**src/rtl/rom_read_arbiter_if.sv**
```systemverilog
// Bundle of requester-side and ROM-side signals for the two-port ROM read arbiter.
// The arbiter uses the slave view; the surrounding logic drives the master view.
interface rom_read_arbiter_if #(
  parameter int ADDR_W = 8,
  parameter int DATA_W = 8
);
  logic              req0_i;
  logic              req1_i;
  logic [ADDR_W-1:0] addr0_i;
  logic [ADDR_W-1:0] addr1_i;
  logic              ack0_o;
  logic              ack1_o;
  logic [DATA_W-1:0] rdata_o;
  logic              busy_o;
  logic [ADDR_W-1:0] rom_address_o;
  logic              rom_ce_o;
  logic              rom_read_en_o;
  logic [DATA_W-1:0] rom_data_i;

  modport slave (
    input  req0_i, req1_i, addr0_i, addr1_i, rom_data_i,
    output ack0_o, ack1_o, rdata_o, busy_o, rom_address_o, rom_ce_o, rom_read_en_o
  );

  modport master (
    output req0_i, req1_i, addr0_i, addr1_i, rom_data_i,
    input  ack0_o, ack1_o, rdata_o, busy_o, rom_address_o, rom_ce_o, rom_read_en_o
  );
endinterface

```
**src/rtl/rom_read_arbiter.sv**
```systemverilog
// Round-robin arbiter sharing one combinational ROM between two requesters.
// Each read holds ce/read_en for WAIT_CYCLES cycles, registers the data, then acks.
module rom_read_arbiter #(
  parameter int ADDR_W      = 8,
  parameter int DATA_W      = 8,
  parameter int WAIT_CYCLES = 1
) (
  input  logic             clk,
  input  logic             rst_n,
  rom_read_arbiter_if.slave bus
);
  localparam int CNT_W = $clog2(WAIT_CYCLES + 1);
  localparam logic [CNT_W-1:0] CNT_LOAD = CNT_W'(WAIT_CYCLES - 1);

  typedef enum logic [1:0] {IDLE, ACCESS, ACK} state_t;

  state_t            state_reg;
  state_t            state_next;
  logic              gnt_id_reg;
  logic              last_reg;
  logic [ADDR_W-1:0] addr_reg;
  logic [CNT_W-1:0]  cnt_reg;
  logic [DATA_W-1:0] rdata_reg;

  logic              load_grant;
  logic              capture;
  logic              busy;
  logic              strobe;
  logic              winner;
  logic [1:0]        req_vec;
  logic [1:0]        ack_vec;
  logic [ADDR_W-1:0] addr_in [2];

  assign req_vec    = {bus.req1_i, bus.req0_i};
  assign addr_in[0] = bus.addr0_i;
  assign addr_in[1] = bus.addr1_i;

  // Under contention the port that was not served last wins.
  assign winner = (&req_vec) ? ~last_reg : req_vec[1];

  always_ff @(posedge clk or negedge rst_n) begin
    if (!rst_n) begin
      state_reg <= IDLE;
    end else begin
      state_reg <= state_next;
    end
  end

  always_comb begin
    state_next = state_reg;
    load_grant = 1'b0;
    capture    = 1'b0;
    busy       = 1'b1;
    strobe     = 1'b0;
    case (state_reg)
      IDLE: begin
        busy = 1'b0;
        if (|req_vec) begin
          load_grant = 1'b1;
          state_next = ACCESS;
        end
      end
      ACCESS: begin
        strobe = 1'b1;
        if (cnt_reg == '0) begin
          capture    = 1'b1;
          state_next = ACK;
        end
      end
      ACK: begin
        state_next = IDLE;
      end
      default: begin
        state_next = IDLE;
      end
    endcase
  end

  always_ff @(posedge clk or negedge rst_n) begin
    if (!rst_n) begin
      gnt_id_reg <= 1'b0;
      last_reg   <= 1'b1;
      addr_reg   <= '0;
      cnt_reg    <= '0;
      rdata_reg  <= '0;
    end else if (load_grant) begin
      gnt_id_reg <= winner;
      addr_reg   <= addr_in[winner];
      cnt_reg    <= CNT_LOAD;
    end else if (capture) begin
      rdata_reg <= bus.rom_data_i;
      last_reg  <= gnt_id_reg;
    end else if (strobe) begin
      cnt_reg <= cnt_reg - CNT_W'(1);
    end
  end

  generate
    for (genvar gi = 0; gi < 2; gi++) begin : g_ack
      assign ack_vec[gi] = (state_reg == ACK) && (gnt_id_reg == 1'(gi));
    end
  endgenerate

  assign bus.ack0_o        = ack_vec[0];
  assign bus.ack1_o        = ack_vec[1];
  assign bus.rdata_o       = rdata_reg;
  assign bus.busy_o        = busy;
  assign bus.rom_ce_o      = strobe;
  assign bus.rom_read_en_o = strobe;
  assign bus.rom_address_o = strobe ? addr_reg : '0;
endmodule
```
**src/flat_wrapper.sv**
```systemverilog
// flat-port wrapper written by rule: the top's interface ports become plain ports
module rom_read_arbiter_flat 
#(
  parameter int ADDR_W      = 8,
  parameter int DATA_W      = 8,
  parameter int WAIT_CYCLES = 1
)
  (clk, rst_n, bus_req0_i, bus_req1_i, bus_addr0_i, bus_addr1_i, bus_rom_data_i, bus_ack0_o, bus_ack1_o, bus_rdata_o, bus_busy_o, bus_rom_address_o, bus_rom_ce_o, bus_rom_read_en_o);
  rom_read_arbiter_if #(.ADDR_W(ADDR_W), .DATA_W(DATA_W)) bus_i ();
  input  logic clk;
  input  logic rst_n;
  input wire logic [$bits(bus_i.req0_i)-1:0] bus_req0_i;
  input wire logic [$bits(bus_i.req1_i)-1:0] bus_req1_i;
  input wire logic [$bits(bus_i.addr0_i)-1:0] bus_addr0_i;
  input wire logic [$bits(bus_i.addr1_i)-1:0] bus_addr1_i;
  input wire logic [$bits(bus_i.rom_data_i)-1:0] bus_rom_data_i;
  output wire logic [$bits(bus_i.ack0_o)-1:0] bus_ack0_o;
  output wire logic [$bits(bus_i.ack1_o)-1:0] bus_ack1_o;
  output wire logic [$bits(bus_i.rdata_o)-1:0] bus_rdata_o;
  output wire logic [$bits(bus_i.busy_o)-1:0] bus_busy_o;
  output wire logic [$bits(bus_i.rom_address_o)-1:0] bus_rom_address_o;
  output wire logic [$bits(bus_i.rom_ce_o)-1:0] bus_rom_ce_o;
  output wire logic [$bits(bus_i.rom_read_en_o)-1:0] bus_rom_read_en_o;
  assign bus_i.req0_i = bus_req0_i;
  assign bus_i.req1_i = bus_req1_i;
  assign bus_i.addr0_i = bus_addr0_i;
  assign bus_i.addr1_i = bus_addr1_i;
  assign bus_i.rom_data_i = bus_rom_data_i;
  assign bus_ack0_o = bus_i.ack0_o;
  assign bus_ack1_o = bus_i.ack1_o;
  assign bus_rdata_o = bus_i.rdata_o;
  assign bus_busy_o = bus_i.busy_o;
  assign bus_rom_address_o = bus_i.rom_address_o;
  assign bus_rom_ce_o = bus_i.rom_ce_o;
  assign bus_rom_read_en_o = bus_i.rom_read_en_o;
  rom_read_arbiter #(.ADDR_W(ADDR_W), .DATA_W(DATA_W), .WAIT_CYCLES(WAIT_CYCLES)) u_core (.clk(clk), .rst_n(rst_n), .bus(bus_i));
endmodule
```
**config.mk**
```make
export PLATFORM = sky130hd
export DESIGN_NAME = rom_read_arbiter_flat
export DESIGN_NICKNAME = d
export VERILOG_FILES = /design/src/rtl/rom_read_arbiter_if.sv /design/src/rtl/rom_read_arbiter.sv /design/src/flat_wrapper.sv
export SDC_FILE = /design/constraint.sdc
export NUM_CORES = 1
export LEC_CHECK = 0
export BUFFER_PORTS_ARGS = -buffer_cell sky130_fd_sc_hd__buf_2
export CAP_MARGIN = 5
export CORE_MARGIN = 2
export CORE_UTILIZATION = 46
export DETAILED_ROUTE_END_ITERATION = 16
export PLACE_DENSITY = 0.79
export SLEW_MARGIN = 20
export SYNTH_ARGS = -nofsm -noshare
export SYNTH_HDL_FRONTEND = slang
export SYNTH_SLANG_ARGS = --single-unit
```
**constraint.sdc**
```tcl
create_clock -name clk -period 3 [get_ports clk]
set_clock_uncertainty 0.1 [all_clocks]
set_input_delay 0.15 -clock clk [delete_from_list [all_inputs] [get_ports clk]]
set_output_delay 0.15 -clock clk [all_outputs]
set_load 0.1 [all_outputs]
```
* Word level (Yosys, flattened, before mapping)
Index checks and enable logic that the tools add are counted.
W data, S select, Z words.
** Cells by class
- Bitwise logic cells :: 4
- Equal/unequal tests :: 5
- Multiplexer cells :: 17
- Magnitude comparators :: 1
- Add/subtract/negate cells :: 1
- Reduce and logical (&&, ||, !) cells :: 9
** Operator list (number)
- $mux W8 :: 4
- $mux W1 :: 10
- $reduce_and A2 Y1 :: 4
- $mux W2 :: 2
- $ne A2 B1 Y1 const B :: 2
- $pmux W2 S2 :: 1
- $not A1 Y1 :: 3
- $eq A2 B1 Y1 const B :: 1
- $eq A2 B2 Y1 const B :: 1
- $ge A2 B2 Y1 const B :: 1
- $logic_and A1 B1 Y1 :: 2
- $logic_not A2 Y1 :: 1
- $ne A2 B2 Y1 const B :: 1
- $not A1 Y2 :: 1
- $reduce_bool A2 Y1 :: 1
- $reduce_or A2 Y1 :: 1
- $sub A1 B1 Y1 const B :: 1
** Storage, ports and cells
- Input bits :: 28
- Logic and storage cells :: 43
- Output and inout port bits :: 21
- Register bits :: 21

* Longest topological paths before layout
Gate-level depths: netlist of run 1.
- Depth after elaboration :: 6
- Mapped depth :: 4
- Mapped depth without buffers :: 4

* Worst setup path after synthesis of run 1
Ideal clock, no wire load.
- Path type :: reg-to-output
- Start point :: reg u_core.state_reg[0]
- End point :: out bus_ack0_o
- Cell stages (with the launch flop) :: 2
- Required time :: 2750 ps
- Buffers on the path :: 0
- Arrival time :: 2646 ps
- Path slack :: 104 ps
- Cells stage by stage :: dfrtp_1 nor3b_1
** On the way
- Cells in the longest elaborated chain, start to end :: 2
** RTL lines
- start: declaration :: line rom_read_arbiter.sv:17 : state_t state_reg;
- start signal: assignment :: line rom_read_arbiter.sv:45 : state_reg <= state_next;
- $eq A2 B2 Y1 :: line rom_read_arbiter.sv:100 : assign ack_vec[gi] = (state_reg == ACK) && (gnt_id_reg == 1'(gi));
- $logic_and A1 B1 Y1 :: line rom_read_arbiter.sv:100
- end: declaration :: line flat_wrapper.sv:17 : output wire logic [$bits(bus_i.ack0_o)-1:0] bus_ack0_o;
Every way passes these cells.

* Worst setup path in the final report of run 1
- Start point :: reg u_core.state_reg[1]
- End point :: out bus_rom_address_o[2]
** On the way
- Cells in the longest elaborated chain, start to end :: 3
** RTL lines
- $eq A2 B1 Y1 :: line rom_read_arbiter.sv:55 : case (state_reg)
- $mux W1 :: line rom_read_arbiter.sv:55
- $mux W8 :: line rom_read_arbiter.sv:110 : assign bus.rom_address_o = strobe ? addr_reg : '0;
- end: declaration :: line flat_wrapper.sv:21 : output wire logic [$bits(bus_i.rom_address_o)-1:0] bus_rom_address_o;
Every way passes these cells.

==> impl_results.html, run 1 <==
<table>
<tr><th>Metric</th><th>Value</th></tr>
<tr><th colspan="2">Worst hold path</th></tr>
<tr><td>Worst min-delay path class</td><td>in2reg</td></tr>
<tr><td>Hold path cells</td><td>3</td></tr>
<tr><th colspan="2">Drt</th></tr>
<tr><td>Vias/cell</td><td>4.69</td></tr>
<tr><td>Number of optimization iterations in the first detailed-route pass</td><td>4</td></tr>
<tr><td>DR WL/cell</td><td>13.1 um</td></tr>
<tr><td>DRT antenna net count</td><td>0</td></tr>
<tr><td>Total DRC errors in the routed layout</td><td>0</td></tr>
<tr><td>Vias</td><td>732</td></tr>
<tr><td>Wire length reported by the detailed router</td><td>2.05 mm</td></tr>
<tr><td>Number of design-rule violations left by the first detailed-router iteration</td><td>4</td></tr>
<tr><th colspan="2">Global routing</th></tr>
<tr><td>Global route total overflow</td><td>0</td></tr>
<tr><td>Number of global-route vias before repair</td><td>778</td></tr>
<tr><td>Global-route wire length before repair</td><td>3.39 mm</td></tr>
<tr><td>Aggregate global-route resource usage</td><td>18.0%</td></tr>
<tr><td>Antenna violations before repair</td><td>0</td></tr>
<tr><td>Largest net degree at the start of global routing</td><td>22</td></tr>
<tr><th colspan="2">Floorplanning</th></tr>
<tr><td>Placeable core region</td><td>2000 um2</td></tr>
<tr><td>Effective utilization at floorplan</td><td>49.8%</td></tr>
<tr><td>Die area</td><td>2560 um2</td></tr>
<tr><td>Die width</td><td>50.6 um</td></tr>
<tr><td>Std cell rows</td><td>16</td></tr>
<tr><td>Chip height</td><td>50.6 um</td></tr>
<tr><td>Ports</td><td>49</td></tr>
<tr><th colspan="2">Finish</th></tr>
<tr><td>Fraction of final layout cells sized beyond drive strength 1</td><td>62.8%</td></tr>
<tr><td>Antenna cell count</td><td>0</td></tr>
<tr><td>Fill cell total of the finished layout</td><td>169</td></tr>
<tr><td>Area growth syn-to-layout</td><td>37.5%</td></tr>
<tr><td>Net count, final</td><td>158</td></tr>
<tr><th colspan="2">Setup path</th></tr>
<tr><td>Worst Path Arrival</td><td>1.60 ns</td></tr>
<tr><td>Capture instance of the worst register-to-register path</td><td>u_core.addr_reg[2]</td></tr>
<tr><td>Critical path startpoint category</td><td>register</td></tr>
<tr><td>Library cell contributing the largest single delay on the critical path</td><td>buf_2</td></tr>
<tr><td>R2R cell count</td><td>3</td></tr>
<tr><td>Number of buffer and inverter stages on the critical path</td><td>2</td></tr>
<tr><td>Worst setup startpoint</td><td>u_core.state_reg[1]</td></tr>
<tr><td>Setup slack of the worst register-to-register path</td><td>1.20 ns</td></tr>
<tr><td>Start-to-end type of the worst setup path</td><td>reg2out</td></tr>
<tr><td>Startpoint of the worst-slack reg-to-reg timing path</td><td>u_core.last_reg</td></tr>
<tr><td>Worst endpoint required time</td><td>2.75 ns</td></tr>
<tr><td>Largest stage delay on the critical path</td><td>0.43 ns</td></tr>
<tr><td>Cell-by-cell trace of the critical path</td><td>nand2b_4 &gt; inv_2 &gt; and2_1 &gt; buf_2</td></tr>
<tr><td>Element type at the critical path end</td><td>primary output</td></tr>
<tr><td>Capturing instance or port of the critical path</td><td>bus_rom_address_o[2]</td></tr>
<tr><td>Largest delay contributor family on the critical path</td><td>buffers and inverters</td></tr>
<tr><td>Path length in cells of the critical path</td><td>4</td></tr>
<tr><td>Biggest fanout along the worst timing path</td><td>11</td></tr>
<tr><th colspan="2">CTS</th></tr>
<tr><td>Clock latency at the later pin of the worst-skew pair</td><td>0.29 ns</td></tr>
<tr><td>Number of gates given a new drive strength after cts</td><td>0</td></tr>
<tr><td>Buffers inserted by post-CTS timing repair</td><td>0</td></tr>
<tr><td>Largest buffer count on any clock path</td><td>2</td></tr>
<tr><td>Clock Pin Slew Worst Setup and Hold Paths</td><td>0.11 ns</td></tr>
<tr><td>Clock buffers created by TritonCTS</td><td>3</td></tr>
<tr><td>H-tree depth</td><td>1</td></tr>
<tr><td>CTS tree</td><td>built</td></tr>
<tr><td>Root cell of the clock tree</td><td>clkbuf_4</td></tr>
<tr><td>Sink count of the clock tree</td><td>21</td></tr>
<tr><th colspan="2">STA</th></tr>
<tr><td>Post-route fraction of the period consumed by the critical path</td><td>61.5%</td></tr>
<tr><td>Min Clock Period, post-route</td><td>1.85 ns</td></tr>
<tr><td>Max Transition Viols Final</td><td>0</td></tr>
<tr><td>Worst relative slew slack</td><td>43.3%</td></tr>
<tr><td>Setup repair after global routing missed its margin</td><td>no</td></tr>
<tr><td>Number of setup violations in the final report</td><td>0</td></tr>
<tr><td>Worst Max-Slew Pin Slew</td><td>0.841 ns</td></tr>
<tr><td>Total count of hold-check failures in the final report</td><td>0</td></tr>
<tr><td>Max frequency</td><td>0.542 GHz</td></tr>
<tr><td>Setup total negative slack</td><td>0 ns</td></tr>
<tr><th colspan="2">Placement</th></tr>
<tr><td>Gp weighted congestion</td><td>0.718</td></tr>
<tr><td>Total of buffers placed on input and output ports</td><td>48</td></tr>
<tr><td>Detailed-placement wirelength estimate</td><td>1.43 mm</td></tr>
<tr><th colspan="2">Yosys</th></tr>
<tr><td>Net Count, Synth</td><td>98</td></tr>
<tr><td>Area of the mapped netlist</td><td>997 um2</td></tr>
<tr><td>Ys Warns</td><td>0</td></tr>
<tr><td>Flops &amp; latches, synth</td><td>21</td></tr>
<tr><td>Sequential-to-total area share from yosys stat</td><td>52.8%</td></tr>
<tr><td>Synth unique cells</td><td>20</td></tr>
<tr><td>Avg Synthesized Cell Area</td><td>14.2 um2</td></tr>
<tr><td>Cell taking the most area after synthesis</td><td>dfrtp_1</td></tr>
<tr><td>Share of the synthesized area in the top cell type</td><td>50.2%</td></tr>
<tr><td>Count of mapped cells out of synthesis</td><td>70</td></tr>
<tr><td>Cell types occupying the most area after synthesis</td><td>dfrtp_1 (50%), mux2_2 (19%), mux2_4 (12%)</td></tr>
<tr><th colspan="2">Run status</th></tr>
<tr><td>Status</td><td>finished clean</td></tr>
<tr><th colspan="2">Run</th></tr>
<tr><td>Max-cap viol count</td><td>0</td></tr>
</table>
[tightest hold or removal path, stage by stage]
cell	delay, ns
buf_2	0.07
mux2_4	0.12
mux2_2	0.13
[metrics by stage]
stage               cells  hold slack [ns]  area, um2  worst slack [ns]  utilization (%)
floorplan              70           -0.246        997             0.104                -
global placement      143           0.0171       1250              1.26             62.7
detailed placement    143           0.0199       1250              1.21             62.7
CTS                   156           0.0998       1370              1.13             68.5
global route          156            0.100       1370              1.07             68.5
finish                156            0.104       1370              1.15             68.5
[per-layer routing]
| layer | share of wire (%) | global-route usage [%] | vias up |
|---|---|---|---|
| li1 | - | - | 355 |
| met3 | 4.2 | 3.27 | 6 |
| met1 | 38 | 19.0 | 350 |
| met2 | 54 | 33.6 | 21 |
| met4 | 2.7 | 9.46 | 0 |
| met5 | 0 | 0 | - |
[synthesized netlist by cell type (all sizes together)]
master,instances
o21ai,1
nand2b,1
and2,8
buf,3
nor2,2
a21bo,1
mux2,25
dfstp,1
dfrtp,20
and3,1
and3b,1
nor3b,1
nand2,2
o2bb2ai,1
inv,2
[layout make-up]
class	count	area, um2	share of cell area (%)
sequential	21	527	38.4
multi-input combinational	44	439	32.0
timing repair buffer	58	338	24.6
tap	27	33.8	2.46
clock buffer	4	26.3	1.92
inverter	2	7.51	0.547
[how the worst min path moves through the flow]
stage                               from                     to  slack (ns)
final                     bus_addr1_i[1]     u_core.addr_reg[1]        0.10
after floorplan                    rst_n     u_core.addr_reg[0]       -0.25
after global placement             rst_n  u_core.bus.rdata_o[0]        0.02
after global routing      bus_addr0_i[4]     u_core.addr_reg[4]        0.10
after detailed placement           rst_n  u_core.bus.rdata_o[1]        0.02
after CTS                 bus_addr1_i[1]     u_core.addr_reg[1]         0.1
[cell usage in the layout (no fill, tap or decap), types with 2 or more instances in the layout]
cell type,Yosys,routed
and2_1,8,8
buf_2,1,48
clkbuf_4,0,3
dfrtp_1,20,20
dlygate4sd3_1,0,9
mux2_2,17,17
mux2_4,8,8
nand2_1,2,2
[cell families after synthesis]
kind of cell	count (synthesis)	synth area share, %
AND/OR/NAND/NOR	16	10.4
buffers and inverters	5	3.14
flip-flops	21	52.8
multiplexers	25	31.2
AO/OA/AOI/OAI	3	2.38
[what timing repair did]
action	4_1_cts	5_1_grt
endpoints found under the hold margin	28	0
endpoints found under the setup margin	0	0
hold buffers	9	0
Power of run 1 is not shown: default switching activity piles up to over one toggle a cycle in this logic, so the estimate is an artifact.
==> inputs of run 2 (changes only) <==
--- a/config.mk
+++ b/config.mk
@@ -5,12 +5,13 @@
 export SDC_FILE = /design/constraint.sdc
 export NUM_CORES = 1
 export LEC_CHECK = 0
+export ABC_AREA = 1
 export BUFFER_PORTS_ARGS = -buffer_cell sky130_fd_sc_hd__buf_2
 export CAP_MARGIN = 5
 export CORE_MARGIN = 2
-export CORE_UTILIZATION = 46
+export CORE_UTILIZATION = 45
 export DETAILED_ROUTE_END_ITERATION = 16
-export PLACE_DENSITY = 0.79
+export PLACE_DENSITY = 0.77
 export SLEW_MARGIN = 20
 export SYNTH_ARGS = -nofsm -noshare
 export SYNTH_HDL_FRONTEND = slang
==> constraint.sdc (replaced) <==
create_clock -name clk -period 1.8 [get_ports clk]
set_clock_uncertainty 0.1 [all_clocks]
set_input_delay 0.09 -clock clk [delete_from_list [all_inputs] [get_ports clk]]
set_output_delay 0.09 -clock clk [all_outputs]
set_load 0.1 [all_outputs]
==> impl_results.html, run 2 <==
<table>
<tr><th>Metric</th><th>Value</th></tr>
<tr><th colspan="2">CTS</th></tr>
<tr><td>Number of gates given a new drive strength after cts</td><td>0 (unchanged)</td></tr>
<tr><td>Root cell of the clock tree</td><td>clkbuf_4 (unchanged)</td></tr>
<tr><td>Clock buffers created by TritonCTS</td><td>3 (unchanged)</td></tr>
<tr><td>Largest buffer count on any clock path</td><td>2 (unchanged)</td></tr>
<tr><td>CTS tree</td><td>built (unchanged)</td></tr>
<tr><td>Clock latency at the later pin of the worst-skew pair</td><td>0.31 ns (was 0.29 ns)</td></tr>
<tr><td>Clock Pin Slew Worst Setup and Hold Paths</td><td>0.11 ns (about the same)</td></tr>
<tr><td>Sink count of the clock tree</td><td>21 (unchanged)</td></tr>
<tr><td>Buffers inserted by post-CTS timing repair</td><td>0 (unchanged)</td></tr>
<tr><td>H-tree depth</td><td>1 (unchanged)</td></tr>
<tr><th colspan="2">Yosys</th></tr>
<tr><td>Post-synthesis simple-gate area fraction</td><td>34.3% (was 10.4%)</td></tr>
<tr><td>Ys Warns</td><td>0 (unchanged)</td></tr>
<tr><td>Most frequent cell after synthesis</td><td>nand2_1 (was dfrtp_1)</td></tr>
<tr><td>Multiplexer area fraction after synthesis</td><td>0% (was 31.2%)</td></tr>
<tr><td>Avg Synthesized Cell Area</td><td>7.34 um2 (was 14.2 um2)</td></tr>
<tr><td>Share of the synthesized area in compound gates (AO/OA/AOI/OAI)</td><td>2.25% (was 2.38%)</td></tr>
<tr><td>Cell types occupying the most area after synthesis</td><td>dfrtp_1 (47%), nand2_1 (18%), inv_1 (9.6%) (was dfrtp_1 (50%), mux2_2 (19%), mux2_4 (12%))</td></tr>
<tr><td>Most frequently used flop master after synthesis</td><td>dfrtp_1 (unchanged)</td></tr>
<tr><td>Cell taking the most area after synthesis</td><td>dfrtp_1 (unchanged)</td></tr>
<tr><td>Sequential-to-total area share from yosys stat</td><td>49.8% (was 52.8%)</td></tr>
<tr><td>Most used standard cells in the synthesized netlist</td><td>nand2_1 (52), inv_1 (27), dfrtp_1 (20) (was dfrtp_1 (20), mux2_2 (17), and2_1 (8), mux2_4 (8), nand2_1 (2))</td></tr>
<tr><td>Synth unique cells</td><td>16 (was 20)</td></tr>
<tr><td>Fraction of synthesized cell area in xor and xnor cells</td><td>0% (unchanged)</td></tr>
<tr><td>Area of the mapped netlist</td><td>1060 um2 (was 997 um2)</td></tr>
<tr><td>Net Count, Synth</td><td>172 (was 98)</td></tr>
<tr><td>Post-synthesis adder-cell area fraction</td><td>0% (unchanged)</td></tr>
<tr><td>Share of the synthesized area in the top cell type</td><td>47.3% (was 50.2%)</td></tr>
<tr><td>Combinational family with the most area after synthesis</td><td>simple AND/OR/NAND/NOR gates (was multiplexers)</td></tr>
<tr><td>Post-synth EDFFs</td><td>0 (unchanged)</td></tr>
<tr><td>Flops &amp; latches, synth</td><td>21 (unchanged)</td></tr>
<tr><td>Count of mapped cells out of synthesis</td><td>144 (was 70)</td></tr>
<tr><td>Proportion of synthesized flip-flops having asynchronous set or reset</td><td>100% (unchanged)</td></tr>
<tr><th colspan="2">Finish</th></tr>
<tr><td>Fill cell total of the finished layout</td><td>169 (unchanged)</td></tr>
<tr><td>Area growth syn-to-layout</td><td>56.1% (was 37.5%)</td></tr>
<tr><td>Fraction of final layout cells sized beyond drive strength 1</td><td>34.1% (was 62.8%)</td></tr>
<tr><td>Antenna cell count</td><td>0 (unchanged)</td></tr>
<tr><td>Leading cell types in the layout, fill and taps excluded</td><td>nand2_1 (52), buf_2 (40), inv_1 (27) (was buf_2 (48), dfrtp_1 (20), mux2_2 (17))</td></tr>
<tr><td>Final standard cell area without fillers</td><td>1650 um2 (was 1370 um2)</td></tr>
<tr><td>Sequential cell area in the final layout</td><td>527 um2 (unchanged)</td></tr>
<tr><td>Net count, final</td><td>234 (was 158)</td></tr>
<tr><td>Commonest non-fill, non-tap cell in the layout</td><td>nand2_1 (was buf_2)</td></tr>
<tr><td>Multi-input combinational cell area</td><td>457 um2 (was 439 um2)</td></tr>
<tr><td>Finished Layout Cells</td><td>233 (was 156)</td></tr>
<tr><th colspan="2">Floorplanning</th></tr>
<tr><td>Placeable core region</td><td>2210 um2 (was 2000 um2)</td></tr>
<tr><td>Ports</td><td>49 (unchanged)</td></tr>
<tr><td>Effective utilization at floorplan</td><td>47.8% (was 49.8%)</td></tr>
<tr><td>Chip height</td><td>52.5 um (was 50.6 um)</td></tr>
<tr><td>Die area</td><td>2750 um2 (was 2560 um2)</td></tr>
<tr><td>Std cell rows</td><td>17 (was 16)</td></tr>
<tr><td>Die width</td><td>52.5 um (was 50.6 um)</td></tr>
<tr><th colspan="2">Drt</th></tr>
<tr><td>Number of design-rule violations left by the first detailed-router iteration</td><td>29 (was 4)</td></tr>
<tr><td>DRT antenna net count</td><td>0 (unchanged)</td></tr>
<tr><td>Total DRC errors in the routed layout</td><td>0 (unchanged)</td></tr>
<tr><td>DR WL/cell</td><td>12.6 um (was 13.1 um)</td></tr>
<tr><td>Wire length reported by the detailed router</td><td>2.93 mm (was 2.05 mm)</td></tr>
<tr><td>Number of optimization iterations in the first detailed-route pass</td><td>5 (was 4)</td></tr>
<tr><td>Vias</td><td>1125 (was 732)</td></tr>
<tr><td>Vias/cell</td><td>4.83 (was 4.69)</td></tr>
<tr><th colspan="2">STA</th></tr>
<tr><td>Worst Max-Slew Pin Slew</td><td>0.496 ns (was 0.841 ns)</td></tr>
<tr><td>Setup repair after global routing missed its margin</td><td>no (unchanged)</td></tr>
<tr><td>Min Clock Period, post-route</td><td>1.73 ns</td></tr>
<tr><td>Setup total negative slack</td><td>0 ns (unchanged)</td></tr>
<tr><td>Worst relative slew slack</td><td>67.2% (was 43.3%)</td></tr>
<tr><td>Post-route fraction of the period consumed by the critical path</td><td>96.2%</td></tr>
<tr><td>Max frequency</td><td>0.578 GHz</td></tr>
<tr><td>Total count of hold-check failures in the final report</td><td>0 (unchanged)</td></tr>
<tr><td>Number of setup violations in the final report</td><td>0 (unchanged)</td></tr>
<tr><td>Max Transition Viols Final</td><td>0 (unchanged)</td></tr>
<tr><td>Setup ws final</td><td>0.0690 ns (was 1.15 ns)</td></tr>
<tr><th colspan="2">Global routing</th></tr>
<tr><td>Global route total overflow</td><td>0 (unchanged)</td></tr>
<tr><td>Aggregate global-route resource usage</td><td>23.7% (was 18.0%)</td></tr>
<tr><td>Largest net degree at the start of global routing</td><td>22 (unchanged)</td></tr>
<tr><td>Global-route wire length before repair</td><td>4.73 mm (was 3.39 mm)</td></tr>
<tr><td>Antenna violations before repair</td><td>0 (unchanged)</td></tr>
<tr><td>Number of global-route vias before repair</td><td>1148 (was 778)</td></tr>
<tr><th colspan="2">Setup path</th></tr>
<tr><td>Biggest fanout along the worst timing path</td><td>5 (was 11)</td></tr>
<tr><td>Library cell contributing the largest single delay on the critical path</td><td>dfrtp_1 (was buf_2)</td></tr>
<tr><td>Element type at the critical path end</td><td>primary output (unchanged)</td></tr>
<tr><td>Worst Path Arrival</td><td>1.54 ns (was 1.60 ns)</td></tr>
<tr><td>Worst endpoint required time</td><td>1.61 ns (was 2.75 ns)</td></tr>
<tr><td>Largest stage delay on the critical path</td><td>0.47 ns (was 0.43 ns)</td></tr>
<tr><td>Critical path startpoint category</td><td>register (unchanged)</td></tr>
<tr><td>Cell-by-cell trace of the critical path</td><td>inv_2 &gt; nor2_4 &gt; buf_2 (was nand2b_4 &gt; inv_2 &gt; and2_1 &gt; buf_2)</td></tr>
<tr><td>Start-to-end type of the worst setup path</td><td>reg2out (unchanged)</td></tr>
<tr><th colspan="2">Placement</th></tr>
<tr><td>Total of buffers placed on input and output ports</td><td>48 (unchanged)</td></tr>
<tr><td>Detailed-placement wirelength estimate</td><td>2.02 mm (was 1.43 mm)</td></tr>
<tr><td>Total cell area at the placement stage</td><td>1500 um2 (was 1250 um2)</td></tr>
<tr><td>Gp weighted congestion</td><td>0.875 (was 0.718)</td></tr>
<tr><td>Count of placed standard cells including taps</td><td>217 (was 143)</td></tr>
<tr><td>Placement Setup Slack</td><td>0.359 ns (was 1.21 ns)</td></tr>
<tr><th colspan="2">Worst hold path</th></tr>
<tr><td>Worst min-delay path class</td><td>in2reg (unchanged)</td></tr>
<tr><th colspan="2">Run status</th></tr>
<tr><td>Status</td><td>finished clean (unchanged)</td></tr>
<tr><th colspan="2">Run</th></tr>
<tr><td>Max-cap viol count</td><td>0 (unchanged)</td></tr>
</table>
[run 2: cell count changes after synthesis, sizes merged, moves of 3 or more]
cell,previous run,this run
and2,8,0
inv,2,29
mux2,25,0
nand2,2,54
nand3,0,16
nor2,2,12
nor3,0,3
o21ai,1,4
[run 2: final timing paths]
path                       cells after the start  slack [ns]                  start               endpoint
setup / recovery                               3        0.07    u_core.state_reg[0]      bus_rom_read_en_o
hold / removal                                 5       0.003         bus_addr0_i[2]     u_core.addr_reg[2]
setup reg to reg                               6        0.29    u_core.state_reg[0]  u_core.bus.rdata_o[7]
hold reg to reg                                2        0.39  u_core.bus.rdata_o[5]  u_core.bus.rdata_o[5]
max in group asynchronous                      2        1.11                  rst_n        u_core.last_reg
min in group asynchronous                      2        0.15                  rst_n     u_core.addr_reg[5]
[run 2: cells by family (layout without fill, tap and decap cells)]
kind of cell           Yosys count  after routing
AND/OR/NAND/NOR                 85             85
buffers and inverters           34             95
flip-flops                      21             21
AO/OA/AOI/OAI                    4              4
[run 2: worst max-delay path, delay by kind of cell, from the launching register on]
family                 cells  cell delay [ns]
buffers and inverters      2             0.55
flip-flops                 1             0.47
AND/OR/NAND/NOR            1             0.21
[run 2: timing repair]
item / CTS / global route
hold endpoints to repair: 32 / 0
endpoints found under the setup margin: 0 / 0
hold buffers: 12 / 0
[run 2: through the flow]
stage          hold slack [ns]  utilization [%]
6_report               0.00269             74.6
3_3_place_gp           -0.0382             68.0
5_1_grt                 0.0278             74.6
4_1_cts                0.00400             74.6
3_5_place_dp           -0.0350             68.0
2_1_floorplan           -0.306                -
[run 2: area by class of cell]
class	count	share of cell area, %
clock buffers	4	1.59
well taps	28	2.12
inverters	30	7.13
flip-flops and latches	21	31.9
multi-input cells	89	27.7
repair buffers	61	29.6
[run 2: per-layer routing]
layer | part of all wire [%] | track usage [%] | up-vias
li1 | - | - | 548
met5 | 0 | 0 | -
met3 | 5.5 | 3.43 | 4
met4 | 0.85 | 10.7 | 0
met1 | 38 | 26.7 | 530
met2 | 55 | 43.5 | 43
Power of run 2 is left out for the same reason.
==> inputs of run 3 (changes only) <==
--- a/config.mk
+++ b/config.mk
@@ -9,9 +9,9 @@
 export BUFFER_PORTS_ARGS = -buffer_cell sky130_fd_sc_hd__buf_2
 export CAP_MARGIN = 5
 export CORE_MARGIN = 2
-export CORE_UTILIZATION = 45
+export CORE_UTILIZATION = 46
 export DETAILED_ROUTE_END_ITERATION = 16
-export PLACE_DENSITY = 0.77
+export PLACE_DENSITY = 0.78
 export SLEW_MARGIN = 20
 export SYNTH_ARGS = -nofsm -noshare
 export SYNTH_HDL_FRONTEND = slang
==> constraint.sdc (replaced) <==
create_clock -name clk -period 2.08 [get_ports clk]
set_clock_uncertainty 0.1 [all_clocks]
set_input_delay 0.104 -clock clk [delete_from_list [all_inputs] [get_ports clk]]
set_output_delay 0.104 -clock clk [all_outputs]
set_load 0.1 [all_outputs]
==> impl_results.html, run 3 (synthesized netlist as in run 2, its figures left out) <==
<table>
<tr><th>Metric</th><th>Value</th></tr>
<tr><th colspan="2">Global routing</th></tr>
<tr><td>Met3 track utilization from global routing</td><td>2.59% (was 3.43%)</td></tr>
<tr><td>Global-route wire length before repair</td><td>4.37 mm (was 4.73 mm)</td></tr>
<tr><td>Antenna violations before repair</td><td>0 (unchanged)</td></tr>
<tr><td>Layer with the highest usage after global routing</td><td>met2 (unchanged)</td></tr>
<tr><td>Largest net degree at the start of global routing</td><td>22 (unchanged)</td></tr>
<tr><td>Met2 Use GR</td><td>38.8% (was 43.5%)</td></tr>
<tr><td>Met1 Use GR</td><td>27.3% (was 26.7%)</td></tr>
<tr><td>Global route total overflow</td><td>0 (unchanged)</td></tr>
<tr><td>Aggregate global-route resource usage</td><td>21.9% (was 23.7%)</td></tr>
<tr><td>Number of global-route vias before repair</td><td>1006 (was 1148)</td></tr>
<tr><th colspan="2">CTS</th></tr>
<tr><td>Sink count of the clock tree</td><td>21 (unchanged)</td></tr>
<tr><td>Buffers inserted by post-CTS timing repair</td><td>0 (unchanged)</td></tr>
<tr><td>Number of gates given a new drive strength after cts</td><td>0 (unchanged)</td></tr>
<tr><td>Root cell of the clock tree</td><td>clkbuf_4 (unchanged)</td></tr>
<tr><td>Cts hold-fix bufs</td><td>12 (unchanged)</td></tr>
<tr><td>Largest buffer count on any clock path</td><td>2 (unchanged)</td></tr>
<tr><td>Clock latency at the later pin of the worst-skew pair</td><td>0.30 ns (was 0.31 ns)</td></tr>
<tr><td>CTS tree</td><td>built (unchanged)</td></tr>
<tr><td>Clock Pin Slew Worst Setup and Hold Paths</td><td>0.11 ns (about the same)</td></tr>
<tr><td>Clock buffers created by TritonCTS</td><td>3 (unchanged)</td></tr>
<tr><td>H-tree depth</td><td>1 (unchanged)</td></tr>
<tr><th colspan="2">Floorplanning</th></tr>
<tr><td>Ports</td><td>49 (unchanged)</td></tr>
<tr><td>Chip height</td><td>51.9 um (was 52.5 um)</td></tr>
<tr><td>Effective utilization at floorplan</td><td>48.3% (was 47.8%)</td></tr>
<tr><td>Std cell rows</td><td>17 (unchanged)</td></tr>
<tr><td>Die width</td><td>51.9 um (was 52.5 um)</td></tr>
<tr><td>Placeable core region</td><td>2190 um2 (was 2210 um2)</td></tr>
<tr><td>Die area</td><td>2700 um2 (was 2750 um2)</td></tr>
<tr><th colspan="2">STA</th></tr>
<tr><td>Worst hold slack after final layout</td><td>0.00297 ns (was 0.00269 ns)</td></tr>
<tr><td>Max frequency</td><td>0.544 GHz</td></tr>
<tr><td>Min Clock Period, post-route</td><td>1.84 ns</td></tr>
<tr><td>Worst Max-Slew Pin Slew</td><td>0.661 ns (was 0.496 ns)</td></tr>
<tr><td>Setup ws final</td><td>0.240 ns (was 0.0690 ns)</td></tr>
<tr><td>Setup repair after global routing missed its margin</td><td>no (unchanged)</td></tr>
<tr><td>Worst relative slew slack</td><td>55.6% (was 67.2%)</td></tr>
<tr><td>Total count of hold-check failures in the final report</td><td>0 (unchanged)</td></tr>
<tr><td>Post-route fraction of the period consumed by the critical path</td><td>88.5%</td></tr>
<tr><td>Number of setup violations in the final report</td><td>0 (unchanged)</td></tr>
<tr><td>Max Transition Viols Final</td><td>0 (unchanged)</td></tr>
<tr><th colspan="2">Setup path</th></tr>
<tr><td>Largest stage delay on the critical path</td><td>0.46 ns (was 0.47 ns)</td></tr>
<tr><td>Biggest fanout along the worst timing path</td><td>9 (was 5)</td></tr>
<tr><td>Library cell contributing the largest single delay on the critical path</td><td>dfrtp_1 (unchanged)</td></tr>
<tr><td>Setup slack of the worst register-to-register path</td><td>0.59 ns (was 0.29 ns)</td></tr>
<tr><td>Worst Path Arrival</td><td>1.64 ns (was 1.54 ns)</td></tr>
<tr><td>Cell repeated most along the worst path</td><td>inv_2</td></tr>
<tr><td>Number of buffer and inverter stages on the critical path</td><td>3 (was 2)</td></tr>
<tr><td>Worst endpoint required time</td><td>1.88 ns (was 1.61 ns)</td></tr>
<tr><td>Critical path startpoint category</td><td>register (unchanged)</td></tr>
<tr><td>Cell-by-cell trace of the critical path</td><td>inv_2 &gt; nor2_4 &gt; inv_2 &gt; nor2_1 &gt; buf_2 (was inv_2 &gt; nor2_4 &gt; buf_2)</td></tr>
<tr><td>Largest delay contributor family on the critical path</td><td>buffers and inverters (unchanged)</td></tr>
<tr><td>Start-to-end type of the worst setup path</td><td>reg2out (unchanged)</td></tr>
<tr><td>Element type at the critical path end</td><td>primary output (unchanged)</td></tr>
<tr><th colspan="2">Drt</th></tr>
<tr><td>Wire length reported by the detailed router</td><td>2.59 mm (was 2.93 mm)</td></tr>
<tr><td>DRT antenna net count</td><td>0 (unchanged)</td></tr>
<tr><td>Vias/cell</td><td>4.70 (was 4.83)</td></tr>
<tr><td>Vias</td><td>1091 (was 1125)</td></tr>
<tr><td>DR WL/cell</td><td>11.1 um (was 12.6 um)</td></tr>
<tr><td>Total DRC errors in the routed layout</td><td>0 (unchanged)</td></tr>
<tr><td>Number of optimization iterations in the first detailed-route pass</td><td>4 (was 5)</td></tr>
<tr><td>Number of design-rule violations left by the first detailed-router iteration</td><td>25 (was 29)</td></tr>
<tr><th colspan="2">Finish</th></tr>
<tr><td>Leading cell types in the layout, fill and taps excluded</td><td>nand2_1 (52), buf_2 (48), inv_1 (27) (was nand2_1 (52), buf_2 (40), inv_1 (27))</td></tr>
<tr><td>Antenna cell count</td><td>0 (unchanged)</td></tr>
<tr><td>Area growth syn-to-layout</td><td>38.0% (was 56.1%)</td></tr>
<tr><td>Fill cell total of the finished layout</td><td>193 (was 169)</td></tr>
<tr><td>Commonest non-fill, non-tap cell in the layout</td><td>nand2_1 (unchanged)</td></tr>
<tr><td>Sequential cell area in the final layout</td><td>527 um2 (unchanged)</td></tr>
<tr><td>Final standard cell area without fillers</td><td>1460 um2 (was 1650 um2)</td></tr>
<tr><td>Net count, final</td><td>233 (was 234)</td></tr>
<tr><td>Multi-input combinational cell area</td><td>397 um2 (was 457 um2)</td></tr>
<tr><td>Fraction of final layout cells sized beyond drive strength 1</td><td>30.4% (was 34.1%)</td></tr>
<tr><th colspan="2">Placement</th></tr>
<tr><td>Total cell area at the placement stage</td><td>1310 um2 (was 1500 um2)</td></tr>
<tr><td>Detailed-placement wirelength estimate</td><td>1.72 mm (was 2.02 mm)</td></tr>
<tr><td>Gp weighted congestion</td><td>0.785 (was 0.875)</td></tr>
<tr><td>Placement Setup Slack</td><td>0.510 ns (was 0.359 ns)</td></tr>
<tr><td>Total of buffers placed on input and output ports</td><td>48 (unchanged)</td></tr>
<tr><th colspan="2">Run status</th></tr>
<tr><td>Status</td><td>finished clean (unchanged)</td></tr>
<tr><th colspan="2">Worst hold path</th></tr>
<tr><td>Worst min-delay path class</td><td>in2reg (unchanged)</td></tr>
<tr><th colspan="2">Run</th></tr>
<tr><td>Max-cap viol count</td><td>0 (unchanged)</td></tr>
</table>
[run 3: cell types whose count changed in the layout (fill, tap and decap cells not counted)]
cell	delta
o21ai_0	-1
inv_6	-1
buf_12	-8
clkbuf_1	-1
nor2_4	-8
clkinv_2	+1
o21ai_1	+1
buf_4	-1
inv_2	+1
buf_2	+8
nor2_1	+8
[run 3: tightest hold or removal path, cell delays in order]
cell and delay, ns:
buf_2 0.07, inv_1 0.03, nand2_1 0.05, nand3_1 0.06, nand2_1 0.06
[run 3: metal layers]
metal	part of all wire [%]	vias up
met1	41	513
met4	2.4	0
met5	0	-
met3	3.6	8
li1	-	544
met2	54	26
[run 3: worst paths after layout]
| check | start | end | depth (start not counted) |
|---|---|---|---|
| max | u_core.state_reg[0] | bus_rom_address_o[0] | 5 |
| min | bus_addr0_i[1] | u_core.addr_reg[1] | 5 |
| max reg2reg | u_core.state_reg[0] | u_core.bus.rdata_o[1] | 6 |
| min reg2reg | u_core.bus.rdata_o[4] | u_core.bus.rdata_o[4] | 2 |
| max in group asynchronous | rst_n | u_core.last_reg | 2 |
| min in group asynchronous | rst_n | u_core.addr_reg[0] | 2 |
[run 3: layout make-up]
type	instances	share of cell area (%)
clock inverter	1	0.343
multi-input combinational	89	27.2
tap	28	2.40
clock buffer	3	1.54
sequential	21	36.1
inverter	30	7.72
timing repair buffer	60	24.7
[run 3: through the flow]
stage / std cells / utilization (%) / setup TNS (ns)
detailed placement: 216 / 59.9 / 0
global route: 232 / 66.6 / 0
floorplan: 144 / - / -4.56
CTS: 232 / 66.6 / 0
finish: 232 / 66.6 / 0
global placement: 216 / 59.9 / 0
Power of run 3 is left out for the same reason.
